<file path="src/rtl/ch_acc_pkg.sv">
// Shared widths, FSM encoding and the overflow-aware adder used by the
// per-channel accumulators.
package ch_acc_pkg;
  localparam int DEF_NCH   = 3;
  localparam int DEF_IN_W  = 8;
  localparam int DEF_ACC_W = 22;
  localparam int DEF_CNT_W = 16;
  localparam int SUM_MAX   = 64;

  typedef enum logic {ACCUM = 1'b0, HOLD = 1'b1} state_t;

  // Returns {ovf, sum}; only the low w bits of sum are meaningful.
  function automatic logic [SUM_MAX:0] sat_add(input logic [SUM_MAX-1:0] a,
                                               input logic [SUM_MAX-1:0] b,
                                               input int unsigned w,
                                               input logic sat_mode);
    logic [SUM_MAX:0] s;
    logic [SUM_MAX:0] mask;
    logic ovf;
    mask = ((SUM_MAX+1)'(1) << w) - (SUM_MAX+1)'(1);
    s = {1'b0, a} + {1'b0, b};
    ovf = |(s & ~mask);
    if (ovf) s = sat_mode ? mask : (s & mask);
    return {ovf, s[SUM_MAX-1:0]};
  endfunction
endpackage

</file>
<file path="src/rtl/ch_acc_lane.sv">
// One channel: running sum plus sticky overflow flag. The next-state values
// are exported so the top can snapshot a frame including its final sample.
module ch_acc_lane
  import ch_acc_pkg::*;
#(
  parameter int IN_W  = DEF_IN_W,
  parameter int ACC_W = DEF_ACC_W,
  parameter bit SAT   = 1'b1
) (
  input  logic             clk,
  input  logic             rst,
  input  logic             clr,
  input  logic             en,
  input  logic [IN_W-1:0]  add,
  output logic [ACC_W-1:0] acc_nxt,
  output logic             sat_nxt
);
  logic [ACC_W-1:0] acc;
  logic             sat;
  logic [SUM_MAX:0] r;
  logic             unused_hi;

  assign r = sat_add(SUM_MAX'(acc), SUM_MAX'(add), ACC_W, SAT);
  assign unused_hi = ^r[SUM_MAX-1:ACC_W];

  always_comb begin
    acc_nxt = acc;
    sat_nxt = sat;
    if (en) begin
      acc_nxt = r[ACC_W-1:0];
      sat_nxt = sat | r[SUM_MAX];
    end
  end

  // Clear wins over add: a sample arriving with clr is dropped.
  always_ff @(posedge clk or negedge rst) begin
    if (!rst) begin
      acc <= '0;
      sat <= 1'b0;
    end else if (clr) begin
      acc <= '0;
      sat <= 1'b0;
    end else begin
      acc <= acc_nxt;
      sat <= sat_nxt;
    end
  end
endmodule

</file>
<file path="src/rtl/channel_accumulator.sv">
// NCH per-channel frame accumulators with a sample counter; each frame end
// snapshots into a valid/ready output bank and restarts the live sums.
module channel_accumulator
  import ch_acc_pkg::*;
#(
  parameter int NCH   = DEF_NCH,
  parameter int IN_W  = DEF_IN_W,
  parameter int ACC_W = DEF_ACC_W,
  parameter int CNT_W = DEF_CNT_W,
  parameter int SAT   = 1,
  localparam int CH_W = (NCH > 1) ? $clog2(NCH) : 1
) (
  input  logic                      clk,
  input  logic                      rst,
  input  logic                      clr,
  input  logic                      in_valid,
  output logic                      in_ready,
  input  logic [IN_W-1:0]           in_data,
  input  logic [CH_W-1:0]           in_ch,
  input  logic                      in_last,
  output logic                      out_valid,
  input  logic                      out_ready,
  output logic [NCH-1:0][ACC_W-1:0] out_acc,
  output logic [NCH-1:0]            out_sat,
  output logic [CNT_W-1:0]          out_cnt,
  input  logic [CH_W-1:0]           div_sel,
  output logic [ACC_W-1:0]          divisor
);
  state_t                    state, state_nxt;
  logic                      take, snap, lane_clr;
  logic [NCH-1:0]            lane_en, sat_nxt;
  logic [NCH-1:0][ACC_W-1:0] acc_nxt;
  logic [CNT_W-1:0]          cnt, cnt_nxt;

  // Only a frame-closing sample can be stalled, and only by an unread bank.
  assign in_ready = !in_last || !out_valid || out_ready;
  assign take     = in_valid && in_ready;
  assign snap     = take && in_last;
  assign lane_clr = clr || snap;

  always_comb begin
    for (int i = 0; i < NCH; i++) lane_en[i] = take && (in_ch == CH_W'(i));
  end

  for (genvar g = 0; g < NCH; g++) begin : g_lane
    ch_acc_lane #(.IN_W(IN_W), .ACC_W(ACC_W), .SAT(SAT != 0)) u_lane (
      .clk     (clk),
      .rst     (rst),
      .clr     (lane_clr),
      .en      (lane_en[g]),
      .add     (in_data),
      .acc_nxt (acc_nxt[g]),
      .sat_nxt (sat_nxt[g])
    );
  end

  assign cnt_nxt = (take && cnt != '1) ? cnt + CNT_W'(1) : cnt;

  always_ff @(posedge clk or negedge rst) begin
    if (!rst)          cnt <= '0;
    else if (lane_clr) cnt <= '0;
    else               cnt <= cnt_nxt;
  end

  always_ff @(posedge clk or negedge rst) begin
    if (!rst) begin
      out_acc <= '0;
      out_sat <= '0;
      out_cnt <= '0;
    end else if (snap) begin
      out_acc <= acc_nxt;
      out_sat <= sat_nxt;
      out_cnt <= cnt_nxt;
    end
  end

  always_ff @(posedge clk or negedge rst) begin
    if (!rst) state <= ACCUM;
    else      state <= state_nxt;
  end

  always_comb begin
    state_nxt = state;
    case (state)
      ACCUM: if (snap) state_nxt = HOLD;
      HOLD:  if (!snap && out_ready) state_nxt = ACCUM;
      default: state_nxt = ACCUM;
    endcase
  end

  always_comb begin
    out_valid = (state == HOLD);
  end

  always_comb begin
    divisor = '0;
    for (int i = 0; i < NCH; i++)
      if (out_valid && div_sel == CH_W'(i)) divisor = out_acc[i];
  end
endmodule

</file>
<file path="config.mk">
export PLATFORM = sky130hd
export DESIGN_NAME = channel_accumulator
export DESIGN_NICKNAME = d
export VERILOG_FILES = /design/src/rtl/ch_acc_pkg.sv /design/src/rtl/ch_acc_lane.sv /design/src/rtl/channel_accumulator.sv
export SDC_FILE = /design/constraint.sdc
export NUM_CORES = 1
export LEC_CHECK = 0
export CORE_UTILIZATION = 30
export CTS_CLUSTER_SIZE = 25
export DETAILED_ROUTE_END_ITERATION = 8
export SETUP_SLACK_MARGIN = 0.5
export SLEW_MARGIN = 30
export SYNTH_ARGS = -nofsm -noshare
export SYNTH_HDL_FRONTEND = slang
export SYNTH_HIERARCHICAL = 1
export SYNTH_SLANG_ARGS = --single-unit
</file>
<file path="constraint.sdc">
create_clock -name clk -period 6.9 [get_ports clk]
set_input_delay 2.07 -clock clk [delete_from_list [all_inputs] [get_ports clk]]
set_output_delay 2.07 -clock clk [all_outputs]
set_load 0.005 [all_outputs]
</file>
# Yosys cells after proc, flatten, opt, wreduce, memory -nomap -nowiden
# Index checks and enable logic that the tools add are counted.
# totals
reg_bits	171
inputBits	18
output_inout_bits	109
wordCells	70
# classes
n_addsub	4
eq_ne	5
mux	23
n_bitwise	4
reduce_logical	21
# ops
op	n
22-bit 2-to-1 mux	12
43-bit OR reduction	3
22-bit by 8-bit adder with 23-bit output	3
16-bit 2-to-1 mux	2
16-bit by 1-bit adder with 16-bit output (second input constant)	1
16-bit != test (second input constant)	1
1-bit logical AND	10
1-bit 2-to-1 mux	8
2-bit by 1-bit equality test with 1-bit output (second input constant)	2
2-bit equality test (second input constant)	2
2-bit zero test	2
1-bit zero test	3
1-bit logical OR	3
1-bit bitwise OR	3
1-bit one-hot mux with 2 select lines	1
1-bit NOT	1

# Longest topological paths before layout
# Gate-level depths: netlist of run 1.
# logic_depth
word_depth	9
mapped_depth	14
mapped_depth_nobuf	11

# Modules after synthesis
# The synthesis of run 1 kept the hierarchy.
# by_module_without_submodules
mod	n_inst	cells_each	area_each_um2	seq_area_each_um2
channel_accumulator	1	544	4692.0	2552.4
ch_acc_lane at g_lane[0].u_lane	1	192	1715.4	575.6
ch_acc_lane at g_lane[1].u_lane	1	186	1686.6	575.6
ch_acc_lane at g_lane[2].u_lane	1	174	1612.8	575.6

# Worst setup path before layout of run 1
# OpenSTA, ideal clock, no wires.
# synth_timing
path_type	input to output
startpoint	input port div_sel[0]
endpoint	output port divisor[11]
t_arrival_ns	3.181
t_required_ns	4.830
path_slack_ns	1.649
cell_stages	5
path_buffers	2
path_cell_list	clkbuf_1 -> clkbuf_1 -> mux2i_1 -> o21ai_0 -> and2_1
# synth_via
elab_chain_cells	5
elab_cells_between_ends	9
classes_between	eq/ne: 2; mux: 3; reduce/logical: 4
# synth_lines
element	line_no	rtl
start: declaration	channel_accumulator.sv:26	input logic [CH_W-1:0] div_sel,
2-bit zero test	channel_accumulator.sv:98	if (out_valid && div_sel == CH_W'(i)) divisor = out_acc[i];
1-bit logical AND	channel_accumulator.sv:98	
22-bit 2-to-1 mux (2 in a row)	channel_accumulator.sv:98	
22-bit 2-to-1 mux (*)	channel_accumulator.sv:98	
end: declaration	channel_accumulator.sv:27	output logic [ACC_W-1:0] divisor
# Mark *: on every way between the ends. The rest lies on a longest branch, timed or not.

# Final worst setup path of run 1
# Ends and elaborated chain as after synthesis.

==> results.sh, run 1 <==
export IMPL_initial_core_util=0.306
export IMPL_rsz0062_at_grt="no"
export IMPL_stdcell_count=1618
export IMPL_grt_remaining_overflow=0
export IMPL_hold_viol_final=0
export IMPL_fmax_mhz=164
export IMPL_cpPeakStageDelay_ps=660
export IMPL_tritoncts_clock_tree="built"
export IMPL_final_core_util=0.379
export IMPL_timing_max_cap_violations=0
export IMPL_first_global_vias=7966
export IMPL_timing_final_crit_period_ps=6090
export IMPL_count_of_synthesis_stage_warnings_from_yosys=6
export IMPL_post_route_cells_drive_above_1_share=0.0839
export IMPL_outcome="finished, final reports clean"
export IMPL_longest_clk_path_bufs=2
export IMPL_post_cts_resize_count=0
export IMPL_postCtsHoldBufs=0
export IMPL_report_final_setup_viol=0
export IMPL_layout_filler_cells=3215
export IMPL_antenna_found_initial=1
export IMPL_area_delta_synth_final_pct=23.8
export IMPL_firstDrtPassIters=6
export IMPL_core_area_sq_um=31700
export IMPL_die_width_microns=182
export IMPL_cts_htree_levels=4
export IMPL_synth_top_cell_area_share=0.441
export IMPL_gp_routability_congestion=0.916
export IMPL_startpoint_type="input pin"
export IMPL_netlist_top_cells_area="sky130_fd_sc_hd__dfrtp_1 44%, sky130_fd_sc_hd__nand2_1 11%, sky130_fd_sc_hd__ha_1 3.2%"
export IMPL_final_critical_path_setup_slack_ps=808
export IMPL_cp_max_delay_cell="sky130_fd_sc_hd__buf_2"
export IMPL_ios=127
export IMPL_max_slew_vio_count=0
export IMPL_post_synth_top_area_cell="sky130_fd_sc_hd__dfrtp_1"
export IMPL_grt_first_pass_wirelength_microns=46600
export IMPL_syn_avg_cell_area_sq_um=8.86
export IMPL_timing_final_crit_share=0.883
export IMPL_synthesized_flop_and_latch_total=171
export IMPL_global_route_usage_total=0.182
export IMPL_fp_row_count=65
export IMPL_synth_edff_count=0
export IMPL_worstSetupPathType="in -> out"
export IMPL_critical_path_peak_fanout=23
export IMPL_synth_nets=1142
export IMPL_clock_latency_late_sink_ps=430
export IMPL_yosys_most_used_dff="sky130_fd_sc_hd__dfrtp_1"
export IMPL_synth_sequential_area_ratio=0.441
export IMPL_critical_path_arrival_ps=4020
export IMPL_worstHoldPathType="reg -> reg"
export IMPL_tightest_pin_transition_ps=939
export IMPL_cts_made_buffers=17
export IMPL_clock_skew_ps=14.0
export IMPL_dpl_worst_slack_ps=840
export IMPL_die_area_sq_um=33100
export IMPL_avgRoutedWirePerCell_microns=18.4
export IMPL_critPathRequiredTime_ps=4830
export IMPL_clkSinkCount=171
export IMPL_hold_path_stages=2
export IMPL_async_reset_ff_frac=1.00
export IMPL_clkTransAtPathRegs_ps=70
export IMPL_cellLeakagePower_nw=5.37
export IMPL_die_height_microns=182
export IMPL_design_power_total_w=0.00232
export IMPL_finalSetupTns_ps=0
export IMPL_drc=0
export IMPL_ff2ff_path_depth=11
export IMPL_number_of_nets_in_the_layout=1249
export IMPL_post_cts_buffers=0
export IMPL_vias=8585
export IMPL_worstPathCellList="buf_2, mux2i_1, o21ai_0, and2_1, clkdlybuf4s50_1"
export IMPL_clock_tree_root_cell="sky130_fd_sc_hd__clkbuf_16"
export IMPL_numPortBuffers=126
export IMPL_routed_via_density=5.31
export IMPL_synth_most_common_cell="sky130_fd_sc_hd__nand2_1"
export IMPL_detailedPlacementHpwl_microns=21800
export IMPL_netlist_top_cells_count="285 x sky130_fd_sc_hd__nand2_1, 171 x sky130_fd_sc_hd__dfrtp_1, 67 x sky130_fd_sc_hd__nor2_1, 50 x sky130_fd_sc_hd__o21ai_0, 45 x sky130_fd_sc_hd__a21oi_1"
export IMPL_placed_instance_count=1586
export IMPL_wirelength_microns=29800
export IMPL_synthesis_area_sq_um=9710
export IMPL_drt_initial_drc_count=724
export IMPL_synthCells=1096
export IMPL_max_slew_margin=0.374
export IMPL_max_vdd_ir_drop_v=0.000153
export IMPL_grt_max_degree=100
export IMPL_synth_cell_types=79
export IMPL_cellPowerDensity_nw_per_um2=193
export IMPL_num_antenna_cells=0
export IMPL_crit_path_end_kind="output port"
export IMPL_drt_antenna_violating_nets=0
[where the power goes]
| part | switching [W] | internal, W | total [W] |
|---|---|---|---|
| sequential | 0.0000333 | 0.00103 | 0.00106 |
| combinational | 0.000164 | 0.000111 | 0.000275 |
| clock | 0.000461 | 0.000518 | 0.000979 |
| total | 0.000658 | 0.00166 | 0.00232 |
[registers in the layout (all words and copies together), names as in the netlist]
| name | count |
|---|---|
| g_lane.u_lane/acc | 66 |
| out_acc | 66 |
| g_lane.u_lane/sat | 3 |
| cnt | 16 |
| out_cnt | 16 |
| out_sat | 3 |
| out_valid | 1 |
[layout make-up]
| type | instances | area (sq um) | area share |
|---|---|---|---|
| Clock buffer | 17 | 425 | 0.0354 |
| Clock inverter | 15 | 179 | 0.0149 |
| Inverter | 10 | 37.5 | 0.00312 |
| Multi-Input combinational cell | 863 | 5220 | 0.435 |
| Sequential cell | 171 | 4280 | 0.356 |
| Tap cell | 402 | 503 | 0.0419 |
| Timing Repair Buffer | 140 | 1370 | 0.114 |
[metal layers]
metal | global-route usage | vias up | part of all wire
li1 | - | 4099 | -
met1 | 0.267 | 4200 | 0.49
met2 | 0.284 | 263 | 0.45
met3 | 0.0263 | 23 | 0.048
met4 | 0.0353 | 0 | 0.011
met5 | 0 | - | 0
[critical path, delay by kind of cell]
kind                   cells  cell delay, ps
and+or+nand+nor            1             170
buffers and inverters      2            1090
muxes                      1             540
AOI/OAI and AO/OA          1             120
[cell usage in the layout (no fill, tap or decap), types with 25 or more instances in the layout]
master / synthesis / routed
sky130_fd_sc_hd__clkdlybuf4s50_1: 0 / 124
sky130_fd_sc_hd__nor2_1: 67 / 67
sky130_fd_sc_hd__a21oi_1: 45 / 45
sky130_fd_sc_hd__mux2i_1: 26 / 26
sky130_fd_sc_hd__and2_1: 38 / 38
sky130_fd_sc_hd__nand2_1: 285 / 285
sky130_fd_sc_hd__o21ai_0: 50 / 50
sky130_fd_sc_hd__ha_1: 25 / 25
sky130_fd_sc_hd__dfrtp_1: 171 / 171
sky130_fd_sc_hd__nor3_1: 32 / 31
[path summary, 6_finish.rpt]
check | slack [ps] | startpoint | end
max in group asynchronous | 4160 | rst | out_acc[10]$_DFFE_PN0P_
hold reg to reg | 480 | out_cnt[8]$_DFFE_PN0P_ | out_cnt[8]$_DFFE_PN0P_
hold / removal | 480 | out_cnt[8]$_DFFE_PN0P_ | out_cnt[8]$_DFFE_PN0P_
setup reg to reg | 2930 | out_valid$_DFF_PN0_ | out_acc[61]$_DFFE_PN0P_
min in group asynchronous | 1670 | rst | out_acc[62]$_DFFE_PN0P_
setup / recovery | 810 | div_sel[0] | divisor[11]
[logic make-up after synthesis]
logic type / after synthesis / share of synthesized area
compound gates: 232 / 0.166
xor+xnor: 31 / 0.0280
fa+ha+maj: 28 / 0.0384
buf+inv: 62 / 0.0254
flops: 171 / 0.441
mux: 31 / 0.0330
simple gates: 541 / 0.268
[metrics by stage]
| step | area, sq um | hold WS, ps |
|---|---|---|
| after CTS | 12000 | 487 |
| after floorplan | 9710 | 470 |
| final | 12000 | 481 |
| after global routing | 12000 | 508 |
| after global placement | 11400 | 463 |
| after detailed placement | 11400 | 471 |
Note: power is estimated with default switching activity, not from simulation.
==> run 2, diff against run 1 <==
- CORE_UTILIZATION: 30 -> 53
- PLACE_DENSITY: default -> 0.77
==> results.sh, run 2 (synthesis gave the netlist of run 1 again) <==
export IMPL_fmax_mhz=163
export IMPL_commonest_non_fill_non_tap_cells_in_the_layout="285 x sky130_fd_sc_hd__nand2_1, 171 x sky130_fd_sc_hd__dfrtp_1, 125 x sky130_fd_sc_hd__clkdlybuf4s50_1, 67 x sky130_fd_sc_hd__nor2_1, 50 x sky130_fd_sc_hd__o21ai_0"
export IMPL_holdPathEnd="out_cnt[5]$_DFFE_PN0P_"
export IMPL_fin_hold_ws_ps=482
export IMPL_clock_latency_late_sink_ps=430
export IMPL_final_critical_path_setup_slack_ps=763
export IMPL_antenna_found_initial=1
export IMPL_initial_core_util=0.540
export IMPL_wirelength_microns=27000
export IMPL_largestRegisters="g_lane.u_lane/acc (66), out_acc (66)"
export IMPL_die_height_microns=137
export IMPL_grt_remaining_overflow=0
export IMPL_max_vdd_ir_drop_v=0.000191
export IMPL_max_slew_vio_count=0
export IMPL_outcome="finished, final reports clean"
export IMPL_critical_path_reg2reg_startpoint="out_valid$_DFF_PN0_"
export IMPL_drt_initial_drc_count=741
export IMPL_cellLeakagePower_nw=5.35
export IMPL_grt_max_degree=100
export IMPL_die_width_microns=137
export IMPL_layout_cells_most_common="sky130_fd_sc_hd__nand2_1"
export IMPL_grt_first_pass_wirelength_microns=43400
export IMPL_hold_path_stages=2
export IMPL_clkSinkCount=171
export IMPL_firstDrtPassIters=5
export IMPL_vias=8747
export IMPL_first_global_vias=8318
export IMPL_rsz0062_at_grt="no"
export IMPL_critical_path_arrival_ps=4070
export IMPL_tritoncts_clock_tree="built"
export IMPL_detailedPlacementHpwl_microns=19200
export IMPL_postCtsHoldBufs=0
export IMPL_drt_antenna_violating_nets=0
export IMPL_ff2ff_path_depth=11
export IMPL_numPortBuffers=126
export IMPL_timing_max_cap_violations=0
export IMPL_avgRoutedWirePerCell_microns=18.7
export IMPL_core_area_sq_um=18000
export IMPL_crit_path_end_kind="output port"
export IMPL_startpoint_type="input pin"
export IMPL_clkTransAtPathRegs_ps=80
export IMPL_timing_final_crit_share=0.889
export IMPL_hold_viol_final=0
export IMPL_post_route_cells_drive_above_1_share=0.0815
export IMPL_critPathRequiredTime_ps=4830
export IMPL_critical_path_peak_fanout=23
export IMPL_fp_row_count=49
export IMPL_clock_tree_root_cell="sky130_fd_sc_hd__clkbuf_16"
export IMPL_post_cts_buffers=0
export IMPL_hold_path_startpoint="out_cnt[5]$_DFFE_PN0P_"
export IMPL_finalSetupTns_ps=0
export IMPL_max_slew_margin=0.422
export IMPL_report_final_setup_viol=0
export IMPL_area_delta_synth_final_pct=21.2
export IMPL_cts_htree_levels=4
export IMPL_post_cts_resize_count=0
export IMPL_crit_reg2reg_capture="out_acc[63]$_DFFE_PN0P_"
export IMPL_dpl_worst_slack_ps=761
export IMPL_cellPowerDensity_nw_per_um2=192
export IMPL_cts_made_buffers=17
export IMPL_gp_routability_congestion=0.914
export IMPL_tightest_pin_transition_ps=868
export IMPL_ios=127
export IMPL_die_area_sq_um=18900
export IMPL_longest_clk_path_bufs=2
export IMPL_clock_skew_ps=14.6
export IMPL_timing_final_crit_period_ps=6140
export IMPL_worst_r2r_setup_slack_ps=2900
export IMPL_global_route_usage_total=0.303
export IMPL_routed_via_density=6.05
export IMPL_worstHoldPathType="reg -> reg"
export IMPL_number_of_nets_in_the_layout=1248
export IMPL_worstSetupPathType="in -> out"
export IMPL_drc=0
[run 2: cell count changes in the layout (fill, tap and decap cells not counted), sizes merged]
| cell | previous run | this run |
|---|---|---|
| buf | 16 | 14 |
| bufinv | 1 | 0 |
| clkdlybuf4s50 | 124 | 125 |
| clkinv | 5 | 6 |
| clkinvlp | 3 | 2 |
| diode | 0 | 1 |
| inv | 16 | 17 |
[run 2: cell type report]
class                      instances  area [sq um]
tap                              229           287
clock buffer                      17           425
antenna                            1          2.50
fill                            1496          6190
inverter                          10          37.5
timing repair buffer             139          1360
sequential                       171          4280
clock inverter                    15           151
multi-input combinational        863          5220
[run 2: layer usage]
layer	share of wire	up-vias	global-route usage
met1	0.43	4272	0.409
met4	0.019	0	0.0928
met5	0	-	0
met2	0.47	328	0.484
li1	-	4107	-
met3	0.076	40	0.0714
[run 2: worst max-delay path by stage]
| stage | startpoint | to |
|---|---|---|
| after floorplan | div_sel[0] | divisor[11] |
| after global placement | div_sel[1] | divisor[14] |
| after detailed placement | div_sel[1] | divisor[5] |
| after CTS | div_sel[1] | divisor[5] |
| after global routing | div_sel[1] | divisor[5] |
| final | div_sel[1] | divisor[5] |
[run 2: worst max-delay path, cell delays in order]
cell                              delay [ps]
sky130_fd_sc_hd__clkdlybuf4s50_1         460
sky130_fd_sc_hd__buf_4                   260
sky130_fd_sc_hd__nor2b_1                 160
sky130_fd_sc_hd__buf_4                   280
sky130_fd_sc_hd__nand2_1                  90
sky130_fd_sc_hd__o21ai_0                  70
sky130_fd_sc_hd__and2_1                  150
sky130_fd_sc_hd__clkdlybuf4s50_1         520
[run 2: stage by stage]
step                      power, W  area, sq um  std cells  utilization
after floorplan            0.00121         9710       1096            -
after global placement     0.00134        11200       1412        0.622
after detailed placement   0.00135        11200       1412        0.622
after CTS                  0.00228        11800       1444        0.654
after global routing       0.00235        11800       1444        0.655
final                      0.00226        11800       1445        0.655
[run 2: where the power goes]
part	switching, W	leakage, nW	internal (W)
logic	0.000162	2.71	0.000111
registers	0.0000297	2.37	0.00103
clock network	0.000453	0.276	0.000481
==> run 3, diff against run 2 <==
- CORE_UTILIZATION: 53 -> 51
- PLACE_DENSITY: 0.77 -> 0.78
- clock period: 6.9 -> 5.6 ns (I/O delays scaled with it)
==> results.sh, run 3 (synthesis gave the netlist of run 1 again) <==
export IMPL_tightest_pin_transition_ps=720
export IMPL_longest_clk_path_bufs=2
export IMPL_critPathRequiredTime_ps=3920
export IMPL_area_delta_synth_final_pct=22.2
export IMPL_post_cts_buffers=0
export IMPL_detailedPlacementHpwl_microns=20200
export IMPL_timing_final_crit_period_ps=5000
export IMPL_timing_final_crit_share=0.893
export IMPL_hold_viol_final=0
export IMPL_timing_critical_path_buf_inv=3
export IMPL_cts_made_buffers=17
export IMPL_die_width_microns=140
export IMPL_max_vdd_ir_drop_v=0.000229
export IMPL_cpPeakStageDelay_ps=490
export IMPL_grt_max_degree=107
export IMPL_power_switching_share=0.265
export IMPL_cts_htree_levels=4
export IMPL_die_area_sq_um=19600
export IMPL_vias=8819
export IMPL_cellLeakagePower_nw=5.40
export IMPL_largestRegisters="g_lane.u_lane/acc (66), out_acc (66)"
export IMPL_clkPwrFrac=0.431
export IMPL_worstSetupPathType="in -> out"
export IMPL_cellPowerDensity_nw_per_um2=244
export IMPL_numPortBuffers=126
export IMPL_die_height_microns=140
export IMPL_worstHoldPathType="reg -> reg"
export IMPL_initial_core_util=0.519
export IMPL_num_antenna_cells=0
export IMPL_antenna_found_initial=0
export IMPL_drt_antenna_violating_nets=0
export IMPL_clock_latency_late_sink_ps=440
export IMPL_grt_remaining_overflow=0
export IMPL_routed_via_density=6.07
export IMPL_layout_filler_cells=1560
export IMPL_core_area_sq_um=18700
export IMPL_clock_skew_ps=18.4
export IMPL_outcome="finished, final reports clean"
export IMPL_wirelength_microns=28100
export IMPL_cp_max_delay_cell="sky130_fd_sc_hd__clkdlybuf4s50_1"
export IMPL_drt_initial_drc_count=669
export IMPL_timing_max_cap_violations=0
export IMPL_power_combinational_fraction=0.118
export IMPL_rsz0062_at_grt="yes"
export IMPL_power_frac_seq=0.451
export IMPL_finalSetupTns_ps=0
export IMPL_crit_path_end_kind="output port"
export IMPL_avgRoutedWirePerCell_microns=19.3
export IMPL_number_of_nets_in_the_layout=1252
export IMPL_clkTransAtPathRegs_ps=70
export IMPL_first_global_vias=8238
export IMPL_critical_path_arrival_ps=3320
export IMPL_fmax_mhz=200
export IMPL_critical_path_peak_fanout=11
export IMPL_global_route_usage_total=0.291
export IMPL_final_core_util=0.634
export IMPL_tritoncts_clock_tree="built"
export IMPL_drc=0
export IMPL_report_final_setup_viol=0
export IMPL_clock_tree_root_cell="sky130_fd_sc_hd__clkbuf_16"
export IMPL_fp_row_count=50
export IMPL_layout_cells_most_common="sky130_fd_sc_hd__nand2_1"
export IMPL_cellInternalPower_w=0.00212
export IMPL_ios=127
export IMPL_post_route_cells_drive_above_1_share=0.0837
export IMPL_gp_routability_congestion=0.943
export IMPL_postCtsHoldBufs=0
export IMPL_critical_path_top_delay_family="buffers and inverters"
export IMPL_cpMostUsedCell="sky130_fd_sc_hd__clkdlybuf4s50_1"
export IMPL_firstDrtPassIters=5
export IMPL_startpoint_type="input pin"
export IMPL_max_slew_vio_count=0
export IMPL_worstPathCellList="clkdlybuf4s50_1, nor2b_4, buf_6, nand2_1, o21ai_0, and2_1, clkdlybuf4s50_1"
export IMPL_commonest_non_fill_non_tap_cells_in_the_layout="285 x sky130_fd_sc_hd__nand2_1, 171 x sky130_fd_sc_hd__dfrtp_1, 124 x sky130_fd_sc_hd__clkdlybuf4s50_1, 67 x sky130_fd_sc_hd__nor2_1, 50 x sky130_fd_sc_hd__o21ai_0"
export IMPL_grt_first_pass_wirelength_microns=44200
export IMPL_max_slew_margin=0.516
export IMPL_clkSinkCount=171
export IMPL_power_switching_w=0.000767
==> run 3: cell count changes in the layout (fill, tap and decap cells not counted), moves of 2 or more <==
cell | before | now
sky130_fd_sc_hd__bufinv_16 | 0 | 3
sky130_fd_sc_hd__clkbuf_1 | 0 | 2
sky130_fd_sc_hd__buf_12 | 0 | 2
sky130_fd_sc_hd__clkinv_4 | 4 | 1
sky130_fd_sc_hd__clkinv_8 | 2 | 0
==> run 3: through the flow <==
step	total power [W]	setup WS (ps)	instance area [sq um]	cells	hold WS, ps
finish	0.00289	599	11900	1453	478
global route	0.00299	496	11900	1453	495
CTS	0.00291	523	11800	1452	486
detailed placement	0.00166	262	11200	1420	470
global placement	0.00166	350	11200	1420	461
floorplan	0.00150	1130	9710	1096	470
==> run 3: layout make-up <==
type	instances	area [sq um]	share of cell area
multi-input combinational	863	5220	0.440
sequential	171	4280	0.361
timing repair buffer	143	1430	0.120
clock buffer	19	433	0.0365
tap	234	293	0.0247
clock inverter	13	179	0.0151
inverter	10	37.5	0.00316
==> run 3: final timing paths <==
path                                                     end  slack [ps]  cells past startpoint                    from
max                                               divisor[1]         600                      7              div_sel[1]
min                                   out_cnt[4]$_DFFE_PN0P_         480                      2  out_cnt[4]$_DFFE_PN0P_
max reg2reg                          out_acc[63]$_DFFE_PN0P_        2020                     11     out_valid$_DFF_PN0_
min reg2reg                           out_cnt[4]$_DFFE_PN0P_         480                      2  out_cnt[4]$_DFFE_PN0P_
max in group asynchronous  g_lane[2].u_lane/acc[4]$_DFF_PN0_        3350                      2                     rst
min in group asynchronous             out_sat[2]$_DFFE_PN0P_        1220                      1                     rst
==> run 3: routing by layer <==
metal,vias to the layer above,wire (microns),track usage
li1,4113,-,-
met1,4306,12100,0.399
met2,352,13100,0.467
met3,48,1970,0.0438
met4,0,848,0.115
met5,-,0,0
==> run 3: power by group through the flow <==
stage,logic (W),registers [W],clock network (W)
floorplan,0.000181,0.00132,0
global placement,0.000329,0.00133,0
detailed placement,0.000336,0.00133,0
CTS,0.000339,0.00130,0.00126
global route,0.000374,0.00131,0.00131
finish,0.000341,0.00130,0.00125
==> run 3: timing repair <==
action	CTS	global route
endpoints found under the setup margin	22	21
cloned	0	1
resized for setup	1	9
==> run 3: worst reg2reg max path, cell delays in order (launching register included) <==
cell                      delay (ps)
sky130_fd_sc_hd__dfrtp_1         630
sky130_fd_sc_hd__and3b_1         340
sky130_fd_sc_hd__inv_1            70
sky130_fd_sc_hd__nand2_1         130
sky130_fd_sc_hd__nor3b_2         350
sky130_fd_sc_hd__and3_1          340
sky130_fd_sc_hd__nand2_1         110
sky130_fd_sc_hd__o31ai_1         650
sky130_fd_sc_hd__nor2b_1         550
sky130_fd_sc_hd__a21oi_1         160
sky130_fd_sc_hd__nand2_1          90
sky130_fd_sc_hd__nand2_1          60
